<file path="config.mk">
export PLATFORM = sky130hd
export DESIGN_NAME = mem_port_arbiter
export DESIGN_NICKNAME = d
export VERILOG_FILES = /design/src/rtl/mem_port_arbiter_pkg.sv /design/src/rtl/memarb_stall_cnt.sv /design/src/rtl/mem_port_arbiter.sv
export SDC_FILE = /design/constraint.sdc
export NUM_CORES = 1
export LEC_CHECK = 0
export BUFFER_PORTS_ARGS = -buffer_cell sky130_fd_sc_hd__buf_2
export CAP_MARGIN = 20
export CELL_PAD_IN_SITES_DETAIL_PLACEMENT = 1
export CELL_PAD_IN_SITES_GLOBAL_PLACEMENT = 1
export CORE_ASPECT_RATIO = 1.2
export CORE_MARGIN = 10
export CORE_UTILIZATION = 38
export DETAILED_ROUTE_END_ITERATION = 10
export GPL_ROUTABILITY_DRIVEN = 1
export PLACE_DENSITY_LB_ADDON = 0.1
export SYNTH_ARGS = -nofsm -noshare
export SYNTH_HDL_FRONTEND = slang
export SYNTH_SLANG_ARGS = --single-unit
</file>
<file path="constraint.sdc">
create_clock -name CLK -period 9 [get_ports CLK]
set_clock_uncertainty 0.15 [all_clocks]
set_input_delay 0.45 -clock CLK [delete_from_list [all_inputs] [get_ports CLK]]
set_output_delay 0.45 -clock CLK [all_outputs]
set_load 0.05 [all_outputs]
</file>
<file path="src/rtl/mem_port_arbiter_pkg.sv">
// Shared definitions for the IF/MEM unified-memory port arbiter:
// FSM state encoding and byte-enable width helper.
package mem_port_arbiter_pkg;

  typedef enum logic [1:0] {
    IDLE    = 2'd0,
    D_BUSY  = 2'd1,
    IF_BUSY = 2'd2,
    IF_DROP = 2'd3
  } state_e;

  function automatic int unsigned be_width(input int unsigned data_w);
    return data_w / 8;
  endfunction

endpackage

</file>
<file path="src/rtl/memarb_stall_cnt.sv">
// Single wrapping stall-cycle counter for the memory port arbiter.
// Only present when MEMARB_PERF_CNT_EN is defined.
`ifdef MEMARB_PERF_CNT_EN
module memarb_stall_cnt #(
  parameter int unsigned CNT_W = 32
) (
  input  logic             clk,
  input  logic             rst,
  input  logic             inc,
  output logic [CNT_W-1:0] cnt
);

  logic [CNT_W-1:0] cnt_q, cnt_d;

  // Count one per stalled cycle; natural overflow gives the wrap.
  always_comb begin
    cnt_d = cnt_q;
    if (inc) cnt_d = cnt_q + CNT_W'(1);
  end

  // Counter register.
  always_ff @(posedge clk or posedge rst) begin
    if (rst) cnt_q <= '0;
    else     cnt_q <= cnt_d;
  end

  assign cnt = cnt_q;

endmodule
`endif

</file>
<file path="src/rtl/mem_port_arbiter.sv">
// Arbiter sharing one single-port, variable-latency memory between the
// IF stage (fetch) and the MEM stage (load/store). One transaction at a
// time, MEM has priority, killed fetches complete silently.
// Optional stall-cycle counters: define MEMARB_PERF_CNT_EN.
module mem_port_arbiter
  import mem_port_arbiter_pkg::*;
#(
  parameter int unsigned ADDR_W = 32,
  parameter int unsigned DATA_W = 32,
  parameter int unsigned CNT_W  = 32
) (
  input  logic                CLK,
  input  logic                RST,
  input  logic                IF_REQ,
  input  logic [ADDR_W-1:0]   IF_ADDR,
  input  logic                IF_FLUSH,
  output logic                IF_VALID,
  output logic [DATA_W-1:0]   IF_RDATA,
  output logic                IF_STALL,
  input  logic                D_REQ,
  input  logic                D_WE,
  input  logic [DATA_W/8-1:0] D_BE,
  input  logic [ADDR_W-1:0]   D_ADDR,
  input  logic [DATA_W-1:0]   D_WDATA,
  output logic                D_VALID,
  output logic [DATA_W-1:0]   D_RDATA,
  output logic                D_STALL,
  output logic                M_REQ,
  output logic                M_WE,
  output logic [DATA_W/8-1:0] M_BE,
  output logic [ADDR_W-1:0]   M_ADDR,
  output logic [DATA_W-1:0]   M_WDATA,
  input  logic                M_READY,
  input  logic [DATA_W-1:0]   M_RDATA
`ifdef MEMARB_PERF_CNT_EN
  ,
  output logic [CNT_W-1:0]    IF_STALL_CNT,
  output logic [CNT_W-1:0]    D_STALL_CNT
`endif
);

  localparam int unsigned BE_W = be_width(DATA_W);

  state_e              state_q, state_d;
  logic                m_req_q, m_req_d;
  logic                m_we_q, m_we_d;
  logic [BE_W-1:0]     m_be_q, m_be_d;
  logic [ADDR_W-1:0]   m_addr_q, m_addr_d;
  logic [DATA_W-1:0]   m_wdata_q, m_wdata_d;
  logic                if_valid_q, if_valid_d;
  logic [DATA_W-1:0]   if_rdata_q, if_rdata_d;
  logic                d_valid_q, d_valid_d;
  logic [DATA_W-1:0]   d_rdata_q, d_rdata_d;

  // Next-state and registered-output logic. A requester whose VALID is
  // pulsing this cycle still shows its old REQ, so it is not re-granted.
  always_comb begin
    state_d    = state_q;
    m_req_d    = m_req_q;
    m_we_d     = m_we_q;
    m_be_d     = m_be_q;
    m_addr_d   = m_addr_q;
    m_wdata_d  = m_wdata_q;
    if_valid_d = 1'b0;
    if_rdata_d = if_rdata_q;
    d_valid_d  = 1'b0;
    d_rdata_d  = d_rdata_q;
    case (state_q)
      IDLE: begin
        if (D_REQ && !d_valid_q) begin
          m_req_d   = 1'b1;
          m_we_d    = D_WE;
          m_be_d    = D_BE;
          m_addr_d  = D_ADDR;
          m_wdata_d = D_WDATA;
          state_d   = D_BUSY;
        end else if (IF_REQ && !IF_FLUSH && !if_valid_q) begin
          m_req_d   = 1'b1;
          m_we_d    = 1'b0;
          m_be_d    = '1;
          m_addr_d  = IF_ADDR;
          state_d   = IF_BUSY;
        end
      end
      D_BUSY: begin
        if (M_READY) begin
          m_req_d   = 1'b0;
          d_valid_d = 1'b1;
          if (!m_we_q) d_rdata_d = M_RDATA;
          state_d   = IDLE;
        end
      end
      IF_BUSY: begin
        if (M_READY) begin
          m_req_d = 1'b0;
          if (!IF_FLUSH) begin
            if_valid_d = 1'b1;
            if_rdata_d = M_RDATA;
          end
          state_d = IDLE;
        end else if (IF_FLUSH) begin
          state_d = IF_DROP;
        end
      end
      IF_DROP: begin
        if (M_READY) begin
          m_req_d = 1'b0;
          state_d = IDLE;
        end
      end
      default: state_d = IDLE;
    endcase
  end

  // FSM and output registers; reset abandons any in-flight request.
  always_ff @(posedge CLK or posedge RST) begin
    if (RST) begin
      state_q    <= IDLE;
      m_req_q    <= 1'b0;
      m_we_q     <= 1'b0;
      m_be_q     <= '0;
      m_addr_q   <= '0;
      m_wdata_q  <= '0;
      if_valid_q <= 1'b0;
      if_rdata_q <= '0;
      d_valid_q  <= 1'b0;
      d_rdata_q  <= '0;
    end else begin
      state_q    <= state_d;
      m_req_q    <= m_req_d;
      m_we_q     <= m_we_d;
      m_be_q     <= m_be_d;
      m_addr_q   <= m_addr_d;
      m_wdata_q  <= m_wdata_d;
      if_valid_q <= if_valid_d;
      if_rdata_q <= if_rdata_d;
      d_valid_q  <= d_valid_d;
      d_rdata_q  <= d_rdata_d;
    end
  end

  assign M_REQ    = m_req_q;
  assign M_WE     = m_we_q;
  assign M_BE     = m_be_q;
  assign M_ADDR   = m_addr_q;
  assign M_WDATA  = m_wdata_q;
  assign IF_VALID = if_valid_q;
  assign IF_RDATA = if_rdata_q;
  assign D_VALID  = d_valid_q;
  assign D_RDATA  = d_rdata_q;
  assign IF_STALL = IF_REQ & ~if_valid_q;
  assign D_STALL  = D_REQ & ~d_valid_q;

`ifdef MEMARB_PERF_CNT_EN
  memarb_stall_cnt #(.CNT_W(CNT_W)) u_if_stall_cnt (
    .clk (CLK),
    .rst (RST),
    .inc (IF_STALL),
    .cnt (IF_STALL_CNT)
  );

  memarb_stall_cnt #(.CNT_W(CNT_W)) u_d_stall_cnt (
    .clk (CLK),
    .rst (RST),
    .inc (D_STALL),
    .cnt (D_STALL_CNT)
  );
`endif

endmodule

</file>
==> Yosys cells after proc, flatten, opt, wreduce, memory -nomap -nowiden <==
Cells that the tools add are included.
W data, S select, Z words.
{ "totals": {"input_bits": 139, "register_bits": 138} }
{ "op_classes": {"mux": 21, "reduce_logical": 16, "n_eq_ne": 7, "bitwise_logic": 6} }
{ "op_table": {"columns": ["op", "n"], "rows": [
  ["$mux W32", 2],
  ["$mux W1", 10],
  ["$mux W2", 5],
  ["$reduce_and A3 Y1", 3],
  ["$mux W4", 2],
  ["$ne A3 B3 Y1 const B", 2],
  ["$pmux W2 S3", 1],
  ["$reduce_and A2 Y1", 3],
  ["$eq A2 B2 Y1 const B", 2],
  ["$ne A2 B1 Y1 const B", 2],
  ["$not A1 Y1", 4],
  ["$logic_and A1 B1 Y1", 3],
  ["$logic_not A1 Y1", 3],
  ["$reduce_or A3 Y1", 1],
  ["$and A1 B1 Y1", 2],
  ["$eq A2 B1 Y1 const B", 1],
  ["$logic_not A2 Y1", 1],
  ["$pmux W1 S2", 1],
  ["$reduce_bool A2 Y1", 1],
  ["$reduce_or A2 Y1", 1]
]} }

==> Longest topological paths before layout <==
Gate-level depths: netlist of run 1.
{ "logic_depth": {"depth_word": 6, "depth_mapped": 6, "mapped_depth_nobuf": 4} }

==> Least setup slack after synthesis of run 1 <==
Ideal clock, no wire load.
{ "synth_path": {"path_kind": "flip-flop to flip-flop", "startpoint": "register d_valid_q (netlist: D_VALID)", "endpoint": "register m_addr_q[0] (netlist: M_ADDR[0])", "setup_slack_ps": 6810, "setup_time_ps": 126, "required_ps": 8724, "path_buffers": 1, "stages_incl_launch_ff": 6, "arrival_ps": 1914, "path_cell_list": "dfrtp_1 -> nand2b_1 -> inv_1 -> nor2_1 -> clkbuf_1 -> a221o_1"} }
{ "synth_between": {"elab_chain_len": 4} }
{ "synth_lines": {"columns": ["element", "line", "text"], "rows": [
  ["start, declared", "mem_port_arbiter.sv:52", "logic d_valid_q, d_valid_d;"],
  ["start signal, assigned", "mem_port_arbiter.sv:137", "d_valid_q <= d_valid_d;"],
  ["$logic_not A1 Y1 (*)", "mem_port_arbiter.sv:70", "if (D_REQ && !d_valid_q) begin"],
  ["$logic_and A1 B1 Y1 (*)", "mem_port_arbiter.sv:70", null],
  ["$reduce_bool A2 Y1 (no source line)", null, null],
  ["$reduce_and A2 Y1 (no source line)", null, null],
  ["end signal, assigned", "mem_port_arbiter.sv:133", "m_addr_q <= m_addr_d;"],
  ["end, declared", "mem_port_arbiter.sv:48", "logic [ADDR_W-1:0] m_addr_q, m_addr_d;"]
]} }
Every way passes the cells marked *; elsewhere a longest branch is shown, timed or not.
A chain may end at the register's enable or synchronous reset.

==> results of run 1 <==
==> final timing paths <==
| kind | to | from | slack (ns) | cells after the start |
|---|---|---|---|---|
| max | D_RDATA[0] | RST | 6.74 | 4 |
| min | M_WDATA[4] | D_WDATA[4] | 0.11 | 2 |
| max reg2reg | M_WDATA[30] | state_q[1] | 6.75 | 3 |
| min reg2reg | M_REQ | M_REQ | 0.33 | 1 |
| max in group CLK | M_WDATA[30] | state_q[1] | 6.75 | 3 |
| min in group asynchronous | M_WDATA[17] | RST | 0.54 | 3 |
==> area by class of cell <==
cell class | count | area, um^2 | share of cell area
Tap cell | 175 | 219 | 0.0285
Sequential cell | 138 | 3450 | 0.450
Timing Repair Buffer | 284 | 1450 | 0.189
Multi-Input combinational cell | 188 | 1900 | 0.247
Clock inverter | 5 | 106 | 0.0139
Clock buffer | 27 | 513 | 0.0668
Inverter | 4 | 20.0 | 0.00261
Antenna cell | 6 | 15.0 | 0.00196
==> layer usage <==
metal,part of all wire,vias up,wire (um),track usage
met1,0.36,2183,6770,0.192
met3,0.10,29,1930,0.0835
met4,0.020,4,373,0.0805
met5,0.0018,-,34,0
li1,-,1911,-,-
met2,0.51,189,9510,0.312
==> per-stage QoR <==
step | utilization | instances | worst slack [ns]
floorplan | - | 354 | 4.70
global placement | 0.491 | 787 | 6.50
detailed placement | 0.492 | 788 | 6.76
CTS | 0.536 | 821 | 6.66
global route | 0.537 | 826 | 6.48
finish | 0.537 | 827 | 6.74
==> kinds of logic after synthesis <==
kind of cell	share of synthesized area
flip-flops	0.626
multiplexers	0.196
AO/OA/AOI/OAI	0.122
buffers and inverters	0.0342
AND/OR/NAND/NOR	0.0220
==> critical path: stages <==
cell and delay, ns:
dlygate4sd3_1 0.54, buf_2 0.15, inv_6 0.43, buf_4 0.87
==> sequential cells by signal, indices dropped and copies added (netlist names) <==
signal,cells
D_VALID,1
M_BE,4
IF_RDATA,32
IF_VALID,1
M_REQ,1
M_WE,1
M_ADDR,32
M_WDATA,32
D_RDATA,32
state_q,2
==> layout by cell type, fill, tap and decap left out, drive strengths merged <==
cell         Yosys  layout
clkinv           0       1
nor3             3       3
a21oi            2       2
nor2b            1       1
buf             21     283
clkbuf           3      27
inv              4       4
nand2            5       5
a221o           32      32
or3b             1       1
nor4b            1       1
bufinv           0       3
o22a             4       4
dfrtp          138     138
mux2            96      96
diode            0       6
nor3b            1       1
clkinvlp         0       1
nor2             3       3
nand2b           1       1
o21ai            3       3
or2              1       1
a22o            32      32
a21o             1       1
dlygate4sd3      0       1
nand3            1       1
==> qor.yml, run 1 <==
synthDistinctLibCells: 26
arrival_ns: 2.51
drtIter0Drc: 267
grt_pass1_wl_um: 28100
synth_top_area_share: 0.626
core_area_mm2: 0.0143
yosysMostFrequentCell: "dfrtp_1"
min_path_type: "input pin to flop"
fillers: 1548
period_share: 0.251
dr.pass1.iters: 4
syn_nets: 493
postCtsSetupBuffers: 0
required_ns: 9.25
io_buffers: 276
tightestPinTransition_ns: 0.975
syn-cell-area_mm2: 0.00552
nets: 772
ys_top_cells_by_count: "138 x dfrtp_1, 94 x mux2_2, 32 x a221o_1, 32 x a22o_1, 10 x buf_2"
clk_path_buf_depth: 2
clock_latency_ns: 0.41
yosysWarnings: 0
grt_usage: 0.185
drv_slew: 0
syn_inst: 354
postPlaceCellArea_mm2: 0.00703
drive_gt1_frac: 0.636
rsz0062_at_grt: "no"
die_w_um: 130
yosys_most_used_dff: "dfrtp_1"
holdWs_ns: 0.114
ctsHtreeMaxLevel: 4
ios: 277
worst-path-max-fanout: 77
num_vias: 4316
end_kind: "async pin"
core.rowCount: 48
status: "finished, final reports clean"
syn_area_per_cell_um2: 15.6
start_util: 0.386
max_slew_margin: 0.350
drc: 0
antenna_found_initial: 7
wl_per_cell_um: 22.5
synthTopCellsByArea: "dfrtp_1 63%, mux2_2 19%, a221o_1 5.8%, a22o_1 5.1%, buf_6 1.6%"
clkTransAtPathRegs_ns: 0.06
synth_top_area_cell: "dfrtp_1"
grt_pass1_vias: 4844
postRouteAntennaNets: 0
maxCapViolations: 0
setup_viol: 0
numCtsBuffers: 17
ys_ff_latch: 138
dp_hpwl_um: 14100
cts_resized: 0
fmax_mhz: 442
clock_sinks: 138
synth-edff-count: 0
viasPerCell: 5.22
hold_viol_final: 0
ys_seq_area_frac: 0.626
finalWirelength_um: 18600
dieArea_mm2: 0.0198
fin_setup_tns_ns: 0
die_y_um: 152
hold_buffers: 1
grt_max_degree: 78
grt_overflow_total: 0
routabilityCongestion: 0.785
crit_path_start_kind: "input pin"
crit_type: "input pin to async pin"
final_cell_area_mm2: 0.00768
area_growth_pct: 39.1
root_buffer: "clkbuf_16"
cts_tree: "built"
fin_crit_ns: 2.26
async_flop_share: 1.00
Power of run 1 is left out: the tool's default activity adds up to more than one toggle a clock period on the data nets, which glitch-free logic cannot reach.
==> inputs of run 2 (changes only) <==
- ABC_AREA: unset -> 1
- CORE_UTILIZATION: 38 -> 29
- clock period: 9 -> 2.05 ns (I/O delays scaled with it)
==> run 2 against run 1 <==
Cell count grew 65%. Sequential cell count is the same. Final area grew 23%. Synthesized cell count rose by 91%. Count of clock-buffer cells in the layout down 9. Register-to-register slack lost 6.6 ns. Global-route usage is 1.5 points lower.
==> qor.yml, run 2 <==
dp_hpwl_um: 15300
synth-edff-count: 0
antenna_found_initial: 1
clkTransAtPathRegs_ns: 0.06
synth_top_area_share: 0.604
drtIter0Drc: 223
num_vias: 5874
period_share: 0.934
yosysMostFrequentCell: "nand2_1"
ios: 277
p_per_area_mw_per_mm2: 1750
wl_per_cell_um: 16.1
worst-path-max-fanout: 15
drive_gt1_frac: 0.302
area_growth_pct: 64.6
ys_ff_latch: 138
final_cell_area_mm2: 0.00942
status: "finished, final reports clean"
io_buffers: 276
grt_pass1_wl_um: 35300
grt_max_degree: 66
clock_sinks: 138
min_path_type: "input pin to flop"
timing.rr.end: "M_ADDR[31]"
crit_type: "flop to flop"
postRouteAntennaNets: 0
postCtsSetupBuffers: 0
fin_crit_ns: 1.92
synthTopCellsByArea: "dfrtp_1 60%, nand2_1 22%, o21ai_0 4.7%, nand3_1 3.2%, inv_1 3.0%"
synth_top_area_cell: "dfrtp_1"
holdPathStages: 5
syn_inst: 676
start_util: 0.294
nets: 1228
drv_slew: 0
syn_nets: 815
grt_overflow_total: 0
yosys_most_used_dff: "dfrtp_1"
max_slew_margin: 0.578
die_y_um: 174
dr.pass1.iters: 4
clk_path_buf_depth: 2
tightestPinTransition_ns: 0.632
grt_usage: 0.170
maxCapViolations: 0
die_w_um: 148
async_flop_share: 1.00
synthDistinctLibCells: 21
viasPerCell: 4.31
core_area_mm2: 0.0195
final_cell_mix: "332 x nand2_1, 276 x buf_2, 138 x dfrtp_1"
end_kind: "flop"
dieArea_mm2: 0.0258
grt_pass1_vias: 6542
ctsHtreeMaxLevel: 4
min_from: "IF_REQ"
clock_latency_ns: 0.41
crit_path_start_kind: "flop"
arrival_ns: 2.12
yosysWarnings: 0
reg2reg_depth: 7
finalWirelength_um: 21900
routabilityCongestion: 0.739
syn_area_per_cell_um2: 8.46
power_mw: 16.5
fmax_mhz: 522
regToRegStartpoint: "D_VALID"
rsz0062_at_grt: "yes"
ys_top_cells_by_count: "332 x nand2_1, 138 x dfrtp_1, 54 x o21ai_0"
fillers: 2384
p_leak_nw: 5.30
cts_tree: "built"
hold_viol_final: 0
core.rowCount: 56
drc: 0
layout_commonest_cell: "nand2_1"
setup_viol: 0
regToRegSetupSlack_ns: 0.13
whs_endpoint: "state_q[1]"
ys_seq_area_frac: 0.604
root_buffer: "clkbuf_16"
postPlaceCellArea_mm2: 0.00745
numCtsBuffers: 17
vdd_drop_max_v: 0.000762
required_ns: 2.25
syn-cell-area_mm2: 0.00572
-- run 2: changes by cell type after synthesis, sizes merged, moves of 2 or more --
cell | previous run | this run
a22o | 32 | 0
nand3 | 1 | 38
a21oi | 2 | 5
inv | 4 | 48
a221o | 32 | 0
mux2 | 96 | 0
clkbuf | 3 | 8
o21ai | 3 | 65
nand2 | 5 | 334
buf | 21 | 28
o22a | 4 | 0
nor2 | 3 | 9
nor3 | 3 | 1
-- run 2: metal layers --
layer	vias to the layer above	track usage	wire, um
met5	-	0	0
met4	0	0.0641	481
met3	28	0.0556	1590
met2	177	0.293	11000
met1	2748	0.189	8870
li1	2921	-	-
-- run 2: final cells by class --
| cell class | instances | area (um^2) | area share |
|---|---|---|---|
| multi-input cells | 454 | 1870 | 0.198 |
| repair buffers | 430 | 2980 | 0.317 |
| clock inverters | 13 | 170 | 0.0181 |
| clock buffers | 18 | 429 | 0.0456 |
| flip-flops and latches | 138 | 3450 | 0.367 |
| inverters | 48 | 184 | 0.0195 |
| well taps | 261 | 327 | 0.0347 |
| diodes | 2 | 5.00 | 0.000531 |
-- run 2: worst max-delay path, stage by stage, from the launching register on --
cell,delay [ns]
dfrtp_1,0.41
nor2_2,0.19
buf_4,0.24
nand2_1,0.07
nand2_1,0.06
dlygate4sd3_1,0.56
nand3_1,0.08
nand2_1,0.09
-- run 2: logic make-up after synthesis --
family          after synthesis  share of synthesized area
buf+inv                      84                     0.0698
simple gates                383                      0.264
flops                       138                      0.604
compound gates               71                     0.0626
-- run 2: repair_timing --
| action | 4_1_cts | 5_1_grt |
|---|---|---|
| hold buffers | 136 | 0 |
| resized for setup | 0 | 1 |
| setup endpoints to repair | 0 | 6 |
| hold endpoints to repair | 154 | 0 |
-- run 2: per-stage QoR --
stage / TNS [ns] / util / std cells / hold slack, ns / worst slack [ns]
after detailed placement: 0 / 0.382 / 1195 / 0.0902 / 0.461
after floorplan: 0 / - / 676 / 0.0621 / 0.0764
after global routing: -0.00650 / 0.483 / 1363 / 0.107 / -0.00650
after global placement: 0 / 0.382 / 1195 / 0.0827 / 0.481
after CTS: 0 / 0.483 / 1362 / 0.0555 / 0.0685
final: 0 / 0.483 / 1364 / 0.0662 / 0.135
-- run 2: power breakdown --
group          internal (mW)  total, mW  switching, mW
logic                   2.03       8.68           6.65
clock network           1.92       3.14           1.22
registers               3.97       4.64          0.675
-- run 2: worst max path at each step --
stage,from,end,slack [ns],depth (start not counted)
4_1_cts,D_VALID,M_ADDR[19],0.07,7
3_3_place_gp,D_VALID,M_WDATA[29],0.48,6
2_1_floorplan,RST,D_RDATA[0],0.08,1
6_report,D_VALID,M_ADDR[31],0.13,7
3_5_place_dp,state_q[0],M_WDATA[23],0.46,6
5_1_grt,D_VALID,M_ADDR[31],-0.006,7
Power figures use the tool's default switching activity.
==> inputs of run 3 (changes only) <==
- MAX_ROUTING_LAYER: unset -> met4
==> run 3 against run 2 <==
Count of clock-buffer cells in the layout did not move. Combinational power is essentially flat. Critical path depth did not move. Via count grew 0.10%. Setup slack better by 0.0014 ns. Clock power barely moved. Sequential power barely moved. Sequential share of layout area unchanged. Final area stayed put. Cell count is the same. Sequential cell count is the same. Fmax barely moved. Critical endpoint unchanged. Highest routed layer unchanged.
==> qor.yml, run 3 (same netlist as run 2, synthesis figures left out) <==
status: "finished, final reports clean"
crit_type: "flop to flop"
end_kind: "flop"
core_area_mm2: 0.0195
dr.pass1.iters: 4
clk_path_buf_depth: 2
drtIter0Drc: 217
arrival_ns: 2.12
slowest_delay_ns: 0.56
p_per_area_mw_per_mm2: 1750
ios: 277
numCtsBuffers: 17
num_vias: 5880
power_mw: 16.5
routabilityCongestion: 0.748
start_util: 0.294
setup_viol: 0
fmax_mhz: 523
crit_path_start_kind: "flop"
worst-path-max-fanout: 15
finalWirelength_um: 22000
fin_crit_ns: 1.91
clock_sinks: 138
seq_power_share: 0.282
postRouteAntennaNets: 0
final_cell_area_mm2: 0.00942
final_cell_mix: "332 x nand2_1, 276 x buf_2, 138 x dfrtp_1"
power_switching_mw: 8.55
clock_latency_ns: 0.41
drc: 0
regArea_mm2: 0.00345
die_y_um: 174
grt_overflow_total: 0
wl_per_cell_um: 16.1
grt_pass1_vias: 6578
crit_path_top_delay_cell: "dlygate4sd3_1"
io_buffers: 276
postPlaceCellArea_mm2: 0.00745
core.rowCount: 56
grt_max_degree: 66
multi_input_area_mm2: 0.00187
p_comb_frac: 0.527
root_buffer: "clkbuf_16"
clkTransAtPathRegs_ns: 0.06
period_share: 0.934
dieArea_mm2: 0.0258
required_ns: 2.25
crit_path_cell_trace: "nor2_2 > buf_4 > nand2_1 > nand2_1 > dlygate4sd3_1 > nand3_1 > nand2_1"
dp_hpwl_um: 15300
tightestPinTransition_ns: 0.631
grt_pass1_wl_um: 35100
vdd_drop_max_v: 0.000760
swShare: 0.519
hold_viol_final: 0
path_common_cell: "nand2_1"
drive_gt1_frac: 0.302
grt_usage: 0.174
p_leak_nw: 5.30
antenna_found_initial: 1
ctsHtreeMaxLevel: 4
die_w_um: 148
layout_commonest_cell: "nand2_1"
fillers: 2384
max_slew_margin: 0.578
cts_tree: "built"
drv_slew: 0
viasPerCell: 4.31
rsz0062_at_grt: "yes"
pwr-share-clk: 0.191
p_int_mw: 7.92
postCtsSetupBuffers: 0
area_growth_pct: 64.6
min_path_type: "input pin to flop"
nets: 1228
maxCapViolations: 0
-- run 3: cell counts in the layout (fill, tap and decap cells not counted) --
No cell type changed its count.
-- run 3: repair_timing --
| action | in CTS | in global routing |
|---|---|---|
| hold buffers | 136 | 0 |
| gates resized for setup | 0 | 1 |
| setup endpoints to repair | 0 | 6 |
| hold endpoints to repair | 154 | 0 |
-- run 3: final timing paths --
check / startpoint / slack, ns / end / depth (start not counted)
max: D_VALID / 0.14 / M_ADDR[31] / 7
min: IF_REQ / 0.07 / state_q[1] / 5
max reg2reg: D_VALID / 0.14 / M_ADDR[31] / 7
min reg2reg: M_WDATA[26] / 0.32 / M_WDATA[26] / 2
max in group asynchronous: RST / 0.99 / M_WDATA[0] / 4
min in group asynchronous: RST / 0.19 / D_RDATA[6] / 3
-- run 3: final cells by class --
class / count / area share
antenna: 2 / 0.000531
clock buffer: 18 / 0.0456
clock inverter: 13 / 0.0181
inverter: 48 / 0.0195
multi-input combinational: 454 / 0.198
sequential: 138 / 0.367
tap: 261 / 0.0347
timing repair buffer: 430 / 0.317
-- run 3: layer usage --
layer / part of all wire / vias to the layer above / track usage
li1: - / 2919 / -
met1: 0.41 / 2761 / 0.191
met2: 0.50 / 174 / 0.295
met3: 0.065 / 26 / 0.0504
met4: 0.022 / 0 / 0.0641
met5: 0 / - / -
-- run 3: power by group through the flow --
stage / Combinational (mW) / Sequential, mW / Clock, mW
after detailed placement: 8.49 / 4.68 / 0
after CTS: 8.80 / 4.66 / 3.25
after global routing: 9.30 / 4.84 / 3.38
final: 8.69 / 4.64 / 3.14
after global placement: 8.41 / 4.65 / 0
after floorplan: 1.91 / 8.90 / 0
-- run 3: critical path, delay by kind of cell, from the launching register on --
family / cells / cell delay (ns)
AND/OR/NAND/NOR: 5 / 0.49
buffers and inverters: 2 / 0.80
flip-flops: 1 / 0.41
-- run 3: through the flow --
stage | util | setup TNS, ns | cells | hold WS (ns) | setup slack (ns)
3_5_place_dp | 0.382 | 0 | 1195 | 0.0902 | 0.461
2_1_floorplan | - | 0 | 676 | 0.0621 | 0.0764
5_1_grt | 0.483 | -0.00549 | 1363 | 0.109 | -0.00549
4_1_cts | 0.483 | 0 | 1362 | 0.0555 | 0.0685
3_3_place_gp | 0.382 | 0 | 1195 | 0.0827 | 0.481
6_report | 0.483 | 0 | 1364 | 0.0683 | 0.136
